$ cat config.mk
export PLATFORM = sky130hd
export DESIGN_NAME = radar_sweep_ctrl
export DESIGN_NICKNAME = d
export VERILOG_FILES = /design/src/rtl/radar_sweep_ctrl.sv
export SDC_FILE = /design/constraint.sdc
export NUM_CORES = 1
export LEC_CHECK = 0
export CORE_ASPECT_RATIO = 1.1
export CORE_MARGIN = 4
export CORE_UTILIZATION = 47
export CTS_CLUSTER_SIZE = 14
export DETAILED_ROUTE_END_ITERATION = 6
export MAX_ROUTING_LAYER = met4
export PLACE_DENSITY = 0.76
export SLEW_MARGIN = 10
export SYNTH_ARGS = -nofsm -noshare
export SYNTH_HDL_FRONTEND = slang
export SYNTH_SLANG_ARGS = --single-unit
$ cat constraint.sdc
create_clock -name clk -period 2.3 [get_ports clk]
set_input_delay 0.345 -clock clk [delete_from_list [all_inputs] [get_ports clk]]
set_output_delay 0.345 -clock clk [all_outputs]
set_load 0.01 [all_outputs]
$ cat src/rtl/radar_sweep_ctrl.sv
// Radar sweep sequencer and framebuffer write-port owner.
// Steps the sweep angle, hands radial lines to the line writer, runs
// full-frame clears and muxes clear/draw writes onto one registered RAM port.
module radar_sweep_ctrl #(
    parameter int          WIDTH         = 640,
    parameter int          HEIGHT        = 480,
    parameter int          ANGLE_MAX     = 179,
    parameter logic [2:0]  CLEAR_COLOR   = 3'b000,
    parameter int          CLEAR_ON_WRAP = 1
) (
    input  logic        clk,
    input  logic        rst,
    input  logic        enable,
    input  logic        clear_req,
    input  logic        line_ready,
    input  logic        draw_done,
    input  logic        wr_req_draw,
    input  logic [18:0] wr_addr_draw,
    input  logic [2:0]  wr_data_draw,
    output logic [8:0]  angle,
    output logic        draw_start,
    output logic        ram_we,
    output logic [18:0] ram_addr,
    output logic [2:0]  ram_data,
    output logic        busy,
    output logic        clearing,
    output logic        sweep_done
);

    localparam logic [18:0] LAST_ADDR  = 19'(WIDTH * HEIGHT - 1);
    localparam logic [8:0]  ANGLE_LAST = 9'(ANGLE_MAX);
    localparam logic        WRAP_CLEAR = (CLEAR_ON_WRAP != 0);

    typedef enum logic [2:0] {
        IDLE,
        CLEAR,
        WAIT_LINE,
        DRAW,
        ADVANCE
    } state_t;

    state_t      state;
    state_t      state_d;
    logic        clear_pending;
    logic [18:0] clr_cnt;

    logic        enter_clear;
    logic        start_line;
    logic        wrap;
    logic        we_d;
    logic [18:0] addr_d;
    logic [2:0]  data_d;

    assign busy     = (state != IDLE);
    assign clearing = (state == CLEAR);

    // State register.
    always_ff @(posedge clk or posedge rst) begin
        if (rst) begin
            state <= IDLE;
        end else begin
            state <= state_d;
        end
    end

    // Next-state decode plus the RAM port mux (clear engine vs line writer).
    always_comb begin
        state_d     = state;
        enter_clear = 1'b0;
        start_line  = 1'b0;
        wrap        = 1'b0;
        we_d        = 1'b0;
        addr_d      = ram_addr;
        data_d      = ram_data;
        case (state)
            IDLE: begin
                if (enable) begin
                    if (clear_pending) begin
                        state_d     = CLEAR;
                        enter_clear = 1'b1;
                    end else begin
                        state_d = WAIT_LINE;
                    end
                end
            end
            CLEAR: begin
                we_d   = 1'b1;
                addr_d = clr_cnt;
                data_d = CLEAR_COLOR;
                if (clr_cnt == LAST_ADDR) begin
                    state_d = enable ? WAIT_LINE : IDLE;
                end
            end
            WAIT_LINE: begin
                if (!enable) begin
                    state_d = IDLE;
                end else if (clear_pending) begin
                    state_d     = CLEAR;
                    enter_clear = 1'b1;
                end else if (line_ready) begin
                    state_d    = DRAW;
                    start_line = 1'b1;
                end
            end
            DRAW: begin
                we_d = wr_req_draw;
                if (wr_req_draw) begin
                    addr_d = wr_addr_draw;
                    data_d = wr_data_draw;
                end
                if (draw_done) begin
                    state_d = ADVANCE;
                end
            end
            ADVANCE: begin
                wrap    = (angle == ANGLE_LAST);
                state_d = WAIT_LINE;
            end
            default: begin
                state_d = IDLE;
            end
        endcase
    end

    // Sweep angle, clear bookkeeping, one-cycle pulses and registered RAM port.
    always_ff @(posedge clk or posedge rst) begin
        if (rst) begin
            angle         <= '0;
            clr_cnt       <= '0;
            clear_pending <= 1'b1;
            draw_start    <= 1'b0;
            sweep_done    <= 1'b0;
            ram_we        <= 1'b0;
            ram_addr      <= '0;
            ram_data      <= '0;
        end else begin
            draw_start <= start_line;
            sweep_done <= wrap;
            ram_we     <= we_d;
            ram_addr   <= addr_d;
            ram_data   <= data_d;

            // A request landing on the entry cycle is served by the clear
            // that is starting, so entry wins over a new request.
            if (enter_clear) begin
                clear_pending <= 1'b0;
            end else if ((clear_req && state != CLEAR) || (wrap && WRAP_CLEAR)) begin
                clear_pending <= 1'b1;
            end

            if (enter_clear) begin
                clr_cnt <= '0;
            end else if (state == CLEAR && clr_cnt != LAST_ADDR) begin
                clr_cnt <= clr_cnt + 19'd1;
            end

            if (state == ADVANCE) begin
                angle <= wrap ? '0 : angle + 9'd1;
            end
        end
    end

endmodule

==> impl_results.md, run 1 <==
- Sequential-to-total area share from yosys stat: 0.508
- Via density: 5.45
- RSZ-0062 raised after global routing: no
- Slew Limit Headroom: 0.590
- First-pass GRT wire length: 11.3 mm
- Hold slack final: 0.385 ns
- Ys async rst share: 1.00
- Worst Hold Class: in -> async
- Setup violators final: 0
- Initial Util: 0.487
- GRT Util Overall: 0.209
- Clk_lat worst skew: around 0.33 ns
- # hold bufs at CTS: 0
- FMAX: 446 MHz
- Port bufs: 64
- WP buf/inv: 2
- Clock Tree Root: clkbuf_8
- Slew Viols, Final: 0
- Critical Path Sink: clearing
- Die X: 81.7 µm
- Slew @ Worst Pin: 0.615 ns
- Post-synthesis cell area: about 2800 µm²
- Worst setup SP type: register
- CP required: between 1.5 and 2 ns
- CP Class: reg -> out
- Slowest CP cell: clkdlybuf4s50_1
- Pwr/cell area: about 1100 nW/µm²
- Drt first pass iters: 4
- CTS max path bufs: 2
- CP endpoint kind: primary output
- Vias in the first global route: 2,320
- Slack of the worst reg-to-reg path: 0.34 ns
- WL/cell: approximately 15 µm
- Htree depth: 3
- Post-route insts no fill: 440
- Detail Placement HPWL: 4.86 mm
- Post-Route WL: 6.68 mm
- Fill cell count: approximately 450
- RD Place Congestion: 0.939
- Row cnt: 29
- Count of final hold-check violations: 0
- Number of synthesized register bits: 57
- Placeable Area: 5770 µm²
- Worst path depth: 3
- Reg-to-reg endpoint: clr_cnt[12]$_DFFE_PP0P_
- DRT antenna net count: 0
- Nets: 389
- Yosys warns: 0
- Synth unique cells: 47
- Clock Skew: approximately 0.0076 ns
- CP arrival: 1.90 ns
- Gate Count Post-Synth: 287
- Syn_area_per_cell: between 9 and 10 µm²
- R2R depth: 6
- Ys flop type: dfrtp_1
- Top delay family on crit path: buffers and inverters
- Period minus WS final: ~2.2 ns
- DRC: 0
- Post-Syn Nets: 318
- P_leak: roughly 1.7 nW
- Final Cycle Share: 0.974
- Peak supply drop: 0.644 mV
- Share of layout cells above drive strength 1: 0.0992
- Post-route setup TNS: 0 ns
- Worst setup path start: state[1]$_DFFE_PP0P_
- Status: finished, final reports clean
- Slowest stage delay, CP: 0.54 ns
- CTS tree: done
- Clock transition at path regs: 0.06 ns
- Die Y: 89.1 µm
- Post-synth EDFFs: 0
- Tot Pwr: 4.11 mW
- Crit-path cells: or3b_1, clkinv_4, clkdlybuf4s50_1
- Placed insts: 424
- Initial DRC Count: 81
- Largest net degree at the start of global routing: 58
- Clk sinks: 57
- Reg-to-Reg Start: state[1]$_DFFE_PP0P_
- Grt ovf: 0
- N_diodes: 0
- Max_cap viols: 0
- Worst-path maximum fanout: 10
- Ports: 65
- CTS Buf Count: 9
- Die area: 7280 µm²
- Initial antenna violation count: 0
- P&R area growth vs syn: 34.4%
- Routed via count: 2,400
## flip-flops by register name, indices dropped and copies added (netlist names)
| register | flops |
|---|---|
| state | 3 |
| sweep_done | 1 |
| clear_pending | 1 |
| ram_data | 3 |
| draw_start | 1 |
| clr_cnt | 19 |
| angle | 9 |
| ram_we | 1 |
| ram_addr | 19 |
## cells in the final DEF (no fill, tap or decap), types with 2 or more instances in the layout
cell,count
a21oi_2,2
ha_1,2
nand3_1,21
mux2i_1,20
inv_1,5
and3_1,3
nor4_1,4
dfrtp_2,2
buf_4,9
a21oi_1,5
xnor2_1,6
nand2_1,36
o31ai_1,3
o21ai_0,28
clkbuf_1,2
nor2_1,20
clkbuf_8,12
dfrtp_1,54
or3b_1,2
nor3_1,9
xor2_1,8
a211oi_1,4
clkdlybuf4s50_1,64
or2_2,3
or3_1,4
nand4_1,7
o211ai_1,4
## final cells by class
type	instances	area, µm²	area share
inverter	7	31.3	0.00829
clock inverter	2	35.0	0.00929
clock buffer	14	173	0.0458
timing repair buffer	74	728	0.193
sequential	57	1430	0.379
multi-input combinational	209	1280	0.339
tap	77	96.3	0.0255
## cell families (layout without fill, tap and decap cells)
logic type	after synthesis	after routing	synth area share
xor+xnor	14	14	0.0437
fa+ha+maj	2	2	0.00891
simple gates	121	121	0.220
compound gates	52	52	0.111
mux	20	20	0.0713
flops	57	57	0.508
buf+inv	21	97	0.0374
## layer usage
layer  vias to the layer above  share of wire  global-route usage
met1                      1141           0.43               0.265
met2                        81           0.49               0.321
met5                         -              0                   -
li1                       1162              -                   -
met4                         0          0.026               0.116
met3                        16          0.053              0.0333
## worst min-delay path by stage
stage / end / from
6_report: ram_addr[12]$_DFFE_PP0P_ / rst
5_1_grt: ram_data[2]$_DFFE_PP0P_ / rst
4_1_cts: clr_cnt[6]$_DFFE_PP0P_ / rst
3_5_place_dp: ram_addr[18]$_DFFE_PP0P_ / ram_addr[18]$_DFFE_PP0P_
3_3_place_gp: ram_addr[13]$_DFFE_PP0P_ / ram_addr[13]$_DFFE_PP0P_
2_1_floorplan: draw_start$_DFF_PP0_ / line_ready
## timing repair
action                     in CTS  in global routing
setup endpoints to repair       0                  1
resized for setup               0                  2
buffers inserted                0                  0
## stage by stage
step / setup slack [ns] / util / instance area [µm²]
finish: 0.0594 / 0.654 / 3770
global route: 0.00934 / 0.654 / 3770
CTS: 0.0242 / 0.653 / 3770
detailed placement: 0.353 / 0.617 / 3560
global placement: 0.404 / 0.617 / 3560
floorplan: 0.380 / - / 2810
## tightest hold or removal path, stage by stage
cell,delay (ns)
clkdlybuf4s50_1,0.41
inv_2,0.07
buf_12,0.27
## synthesized netlist by cell type (2+ instances only)
cell | instances | share of area
buf_2 | 2 | 0.0036
a21oi_1 | 6 | 0.011
nand2_1 | 36 | 0.048
dfrtp_1 | 56 | 0.50
or3_1 | 4 | 0.0089
o211ai_1 | 4 | 0.011
o21ai_0 | 28 | 0.050
o31ai_1 | 3 | 0.0080
nor2_1 | 20 | 0.027
ha_1 | 2 | 0.0089
nor3_1 | 9 | 0.016
xor2_1 | 8 | 0.025
nand3_1 | 21 | 0.037
nand4_1 | 7 | 0.016
nor4_1 | 4 | 0.0089
a211oi_1 | 4 | 0.011
or3b_1 | 2 | 0.0062
mux2i_1 | 20 | 0.071
or2_2 | 3 | 0.0067
and3_1 | 3 | 0.0067
xnor2_1 | 6 | 0.019
clkbuf_1 | 8 | 0.011
inv_1 | 6 | 0.0080
buf_6 | 2 | 0.0080
## power by group
part / leakage [nW] / switching, mW / internal (mW)
clock network: 0.107 / 0.384 / 0.588
logic: 0.785 / 0.824 / 0.801
registers: 0.769 / 0.227 / 1.29
total: 1.66 / 1.44 / 2.68
Power figures use the tool's default switching activity.
==> run 2: changes to the inputs <==
--- a/config.mk
+++ b/config.mk
@@ -10,6 +10,7 @@
 export CORE_UTILIZATION = 47
 export CTS_CLUSTER_SIZE = 14
 export DETAILED_ROUTE_END_ITERATION = 6
+export GPL_TIMING_DRIVEN = 0
 export MAX_ROUTING_LAYER = met4
 export PLACE_DENSITY = 0.76
 export SLEW_MARGIN = 10
==> run 2 against run 1 <==
Via count up 0.63%. Combinational power up 4%. Routed wire length down 1.0%. Highest routed layer unchanged. Largest power group unchanged. Sequential share of layout area down 0.22 points. Largest cell class unchanged. Worst hold slack worse by 0.014 ns. Clock power up 7%. Critical path type unchanged. Final cell count up 1.1%. Clock-buffer cell count down 4. Utilization up 0.26 points. Clock skew up 0.0031 ns.
==> impl_results.md, run 2 (same netlist as run 1, synthesis figures left out) <==
- Crit-path cells: buf_6, or3b_1, buf_6, clkinv_4, dlygate4sd2_1
- Die X: 81.7 µm
- CTS Buf Count: 9
- Count of final hold-check violations: 0
- WL/cell: 14.8 µm
- Routed via count: between 2,000 and 2,500
- Placed insts: 429
- First-pass GRT wire length: ~11 mm
- Slew Viols, Final: 0
- N_diodes: 0
- Clk_lat worst skew: about 0.34 ns
- CTS max path bufs: 2
- Port bufs: 64
- Placeable Area: 5770 µm²
- Sequential Power Share: 0.351
- Final Cycle Share: 0.905
- # hold bufs at CTS: 0
- CTS resizes: 1
- Initial DRC Count: 163
- CP required: 1.96 ns
- RD Place Congestion: around 0.94
- Clk sinks: 57
- Drt first pass iters: 4
- Clock Tree Root: clkbuf_8
- Vias in the first global route: roughly 2,400
- Worst-path maximum fanout: 10
- FMAX: 480 MHz
- Post-route insts no fill: 445
- Pint: 2.70 mW
- Detail Placement HPWL: 4.83 mm
- Htree depth: 3
- Finished Core Util: 0.656
- Share of layout cells above drive strength 1: 0.0842
- Period minus WS final: 2.08 ns
- Top delay family on crit path: buffers and inverters
- CP endpoint kind: primary output
- Tot Pwr: 4.20 mW
- Clock Skew: between 0.01 and 0.015 ns
- Die Y: around 89 µm
- Post-CTS setup repair buffer count: 0
- Sw power: 1.49 mW
- Hold slack final: 0.371 ns
- Final worst setup slack: 0.219 ns
- WP buf/inv: 4
- DRC: 0
- Commonest cells after routing, fill and taps aside: clkdlybuf4s50_1 (63), dfrtp_1 (56), nand2_1 (36)
- DRT antenna net count: 0
- Largest regs: clr_cnt x19, ram_addr x19, angle x9
- Worst setup SP type: register
- Peak supply drop: 0.714 mV
- Die area: 7280 µm²
- Most frequent CP cell: buf_6
- Slowest CP cell: dfrtp_1
- Nets: 394
- Worst Hold Class: in -> async
- GRT Util Overall: 0.205
- P_leak: 1.65 nW
- CP arrival: 1.74 ns
- Commonest non-fill, non-tap cell in the layout: clkdlybuf4s50_1
- Post-placement cell area: 3560 µm²
- Post-route setup TNS: 0 ns
- Clock Power Share: 0.247
- CTS tree: done
- Slack of the worst reg-to-reg path: 0.22 ns
- Slew @ Worst Pin: approximately 0.73 ns
- Grt ovf: 0
- Largest net degree at the start of global routing: 34
- P&R area growth vs syn: 34.9%
- Status: finished, final reports clean
- Max_cap viols: 0
- Cell area after layout: between 3000 and 4000 µm²
- Pwr/cell area: between 1000 and 1500 nW/µm²
- CP Class: reg -> out
- Slew Limit Headroom: 0.512
- Initial Util: 0.487
- Setup violators final: 0
- Initial antenna violation count: 0
- Clock transition at path regs: approximately 0.08 ns
- RSZ-0062 raised after global routing: no
- Pre-CTS setup slack: 0.246 ns
- Via density: 5.43
- Post-Route WL: 6.61 mm
- Row cnt: 29
- Gate power share: 0.402
- Ports: 65
- Slowest stage delay, CP: 0.38 ns
- Switching Share: 0.356
==> run 2: layout make-up <==
type	instances	area (µm²)
Buffer	14	73.8
Clock buffer	10	128
Clock inverter	6	91.3
Fill cell	463	1980
Inverter	7	31.3
Multi-Input combinational cell	209	1280
Sequential cell	57	1430
Tap cell	77	96.3
Timing Repair Buffer	65	659
==> run 2: power by group through the flow <==
stage	Clock [mW]	Sequential (mW)	Combinational (mW)
CTS	1.06	1.47	1.70
finish	1.04	1.47	1.69
global route	1.11	1.51	1.85
global placement	0	1.48	1.67
floorplan	0	1.56	0.852
detailed placement	0	1.49	1.71
==> run 2: per-layer routing <==
layer | track usage | share of wire
met1 | 0.260 | 0.44
met2 | 0.319 | 0.50
met3 | 0.0383 | 0.046
met4 | 0.0921 | 0.017
met5 | - | 0
==> run 2: worst paths after layout <==
check | startpoint | to | depth (start not counted)
setup / recovery | state[1]$_DFFE_PP0P_ | clearing | 5
hold / removal | rst | clr_cnt[0]$_DFFE_PP0P_ | 2
setup reg to reg | clr_cnt[3]$_DFFE_PP0P_ | clr_cnt[7]$_DFFE_PP0P_ | 7
hold reg to reg | ram_addr[18]$_DFFE_PP0P_ | ram_addr[18]$_DFFE_PP0P_ | 2
max in group asynchronous | rst | clear_pending$_DFFE_PP1P_ | 3
min in group clk | ram_addr[18]$_DFFE_PP0P_ | ram_addr[18]$_DFFE_PP0P_ | 2
==> run 3: changes to the inputs <==
--- a/config.mk
+++ b/config.mk
@@ -10,9 +10,9 @@
 export CORE_UTILIZATION = 47
 export CTS_CLUSTER_SIZE = 14
 export DETAILED_ROUTE_END_ITERATION = 6
+export DONT_BUFFER_PORTS = 1
 export GPL_TIMING_DRIVEN = 0
 export MAX_ROUTING_LAYER = met4
-export PLACE_DENSITY = 0.76
 export SLEW_MARGIN = 10
 export SYNTH_ARGS = -nofsm -noshare
 export SYNTH_HDL_FRONTEND = slang
==> run 3 against run 2 <==
Non-clock buffer count decreased by 63. Register-to-register slack got worse by 0.03 ns. Critical path depth grew 1. Worst hold slack lost 0.24 ns. Clock power fell by 6%. Total power decreased by 12%. Sequential power increased by 9.5%. Largest power group is now sequential cells.
==> impl_results.md, run 3 (same netlist as run 1, synthesis figures left out) <==
- Worst Hold Class: in -> reg
- Commonest cells after routing, fill and taps aside: dfrtp_1 (56), nand2_1 (36), o21ai_0 (28)
- DRC: 0
- Post-route setup TNS: 0 ns
- Routed via count: 2,151
- Tot Pwr: 3.69 mW
- Clk sinks: 57
- Max_cap viols: 0
- Post-Route WL: 6.48 mm
- Status: finished, final reports clean
- Clock Tree Root: clkbuf_8
- Commonest non-fill, non-tap cell in the layout: dfrtp_1
- Worst setup SP type: register
- Worst-path maximum fanout: 10
- RD Place Congestion: roughly 0.86
- WL/cell: 17.0 µm
- Row cnt: 29
- Clock transition at path regs: 0.06 ns
- Die X: 81.7 µm
- CTS max path bufs: 2
- Period minus WS final: ~2.1 ns
- First-pass GRT wire length: 10.5 mm
- CP endpoint kind: register
- Clock Skew: 0.00614 ns
- Hold slack final: 0.127 ns
- Detail Placement HPWL: between 4 and 5 mm
- Count of final hold-check violations: 0
- Die Y: 89.1 µm
- Vias in the first global route: 2,120
- Slew Limit Headroom: 0.546
- Pwr/cell area: roughly 1200 nW/µm²
- Slack of the worst reg-to-reg path: approximately 0.19 ns
- P&R area growth vs syn: 12.5%
- Die area: 7280 µm²
- Setup violators final: 0
- Initial antenna violation count: 0
- Drt first pass iters: 4
- Nets: 331
- Slew @ Worst Pin: 0.681 ns
- RSZ-0062 raised after global routing: no
- CTS tree: done
- Post-placement cell area: 2920 µm²
- FMAX: 474 MHz
- Peak supply drop: 0.617 mV
- CP required: 2.51 ns
- Port bufs: 0
- DRT antenna net count: 0
- Grt ovf: 0
- CP arrival: roughly 2.3 ns
- Fill cell count: 534
- GRT Util Overall: 0.195
- Via density: 5.63
- P_leak: 1.43 nW
- Ports: 65
- N_diodes: 0
- Clk_lat worst skew: 0.32 ns
- Largest regs: clr_cnt x19, ram_addr x19, angle x9
- CP Class: reg -> reg
- Cell area after layout: ~3200 µm²
- Post-CTS setup repair buffer count: 0
- Largest net degree at the start of global routing: 39
- Placeable Area: 5770 µm²
- Initial Util: 0.487
- Final Cycle Share: 0.917
- Htree depth: 3
- Initial DRC Count: 70
- Share of layout cells above drive strength 1: 0.108
- Slew Viols, Final: 0
- CTS Buf Count: 9
[run 3: cell count changes in the layout (fill, tap and decap cells not counted)]
cell,previous run,this run
clkinvlp_4,3,0
nor3_1,8,7
o31ai_1,3,2
o31ai_2,0,1
clkdlybuf4s50_1,63,0
nor3_2,1,2
clkinv_2,0,1
dlygate4sd2_1,1,0
clkbuf_2,0,1
bufinv_16,2,1
inv_6,1,0
dlygate4sd3_1,0,1
clkbuf_8,9,12
[run 3: path summary, 6_finish.rpt]
path	cells after the start	end	start
worst min-delay path	2	draw_start$_DFF_PP0_	line_ready
worst max register to register	6	clr_cnt[6]$_DFFE_PP0P_	clr_cnt[12]$_DFFE_PP0P_
min in group asynchronous	2	ram_addr[14]$_DFFE_PP0P_	rst
worst min register to register	2	ram_addr[14]$_DFFE_PP0P_	ram_addr[14]$_DFFE_PP0P_
worst max-delay path	6	clr_cnt[6]$_DFFE_PP0P_	clr_cnt[12]$_DFFE_PP0P_
max in group asynchronous	3	clear_pending$_DFFE_PP1P_	rst
[run 3: power by group]
part / internal [mW] / switching, mW / total (mW)
logic: 0.401 / 0.702 / 1.10
registers: 1.29 / 0.325 / 1.61
clock network: 0.589 / 0.384 / 0.973
[run 3: final cells by class]
class / instances / area, µm² / area share
buffer: 14 / 75.1 / 0.0238
clock buffer: 14 / 173 / 0.0547
clock inverter: 2 / 35.0 / 0.0111
inverter: 7 / 31.3 / 0.00990
multi-input combinational: 209 / 1290 / 0.408
sequential: 57 / 1430 / 0.452
tap: 77 / 96.3 / 0.0305
timing repair buffer: 2 / 30.0 / 0.00951
[run 3: routing by layer]
layer | wire, µm | part of all wire | vias up | global-route usage
met1 | 2860 | 0.44 | 1030 | 0.248
met3 | 357 | 0.055 | 14 | 0.0413
met4 | 135 | 0.021 | 0 | 0.0831
li1 | - | - | 1054 | -
met2 | 3130 | 0.48 | 53 | 0.302
met5 | 0 | 0 | - | -
[run 3: timing repair]
| action | in CTS | in global routing |
|---|---|---|
| endpoints found under the setup margin | 0 | 12 |
| endpoints found under the hold margin | 19 | 0 |
| hold buffers | 1 | 0 |
| gates resized for setup | 0 | 5 |
[run 3: critical path, stage by stage (launching register included)]
cell      delay, ns
dfrtp_1        0.48
nor4bb_1       0.32
nand3_1        0.29
o31ai_2        0.40
buf_2          0.28
nor4_1         0.07
o21a_1         0.17
[run 3: metrics by stage]
step	std cells	utilization	setup slack (ns)
5_1_grt	382	0.547	0.00803
3_3_place_gp	364	0.503	-0.127
2_1_floorplan	287	-	0.380
3_5_place_dp	365	0.507	0.122
4_1_cts	382	0.545	0.132
6_report	382	0.547	0.191
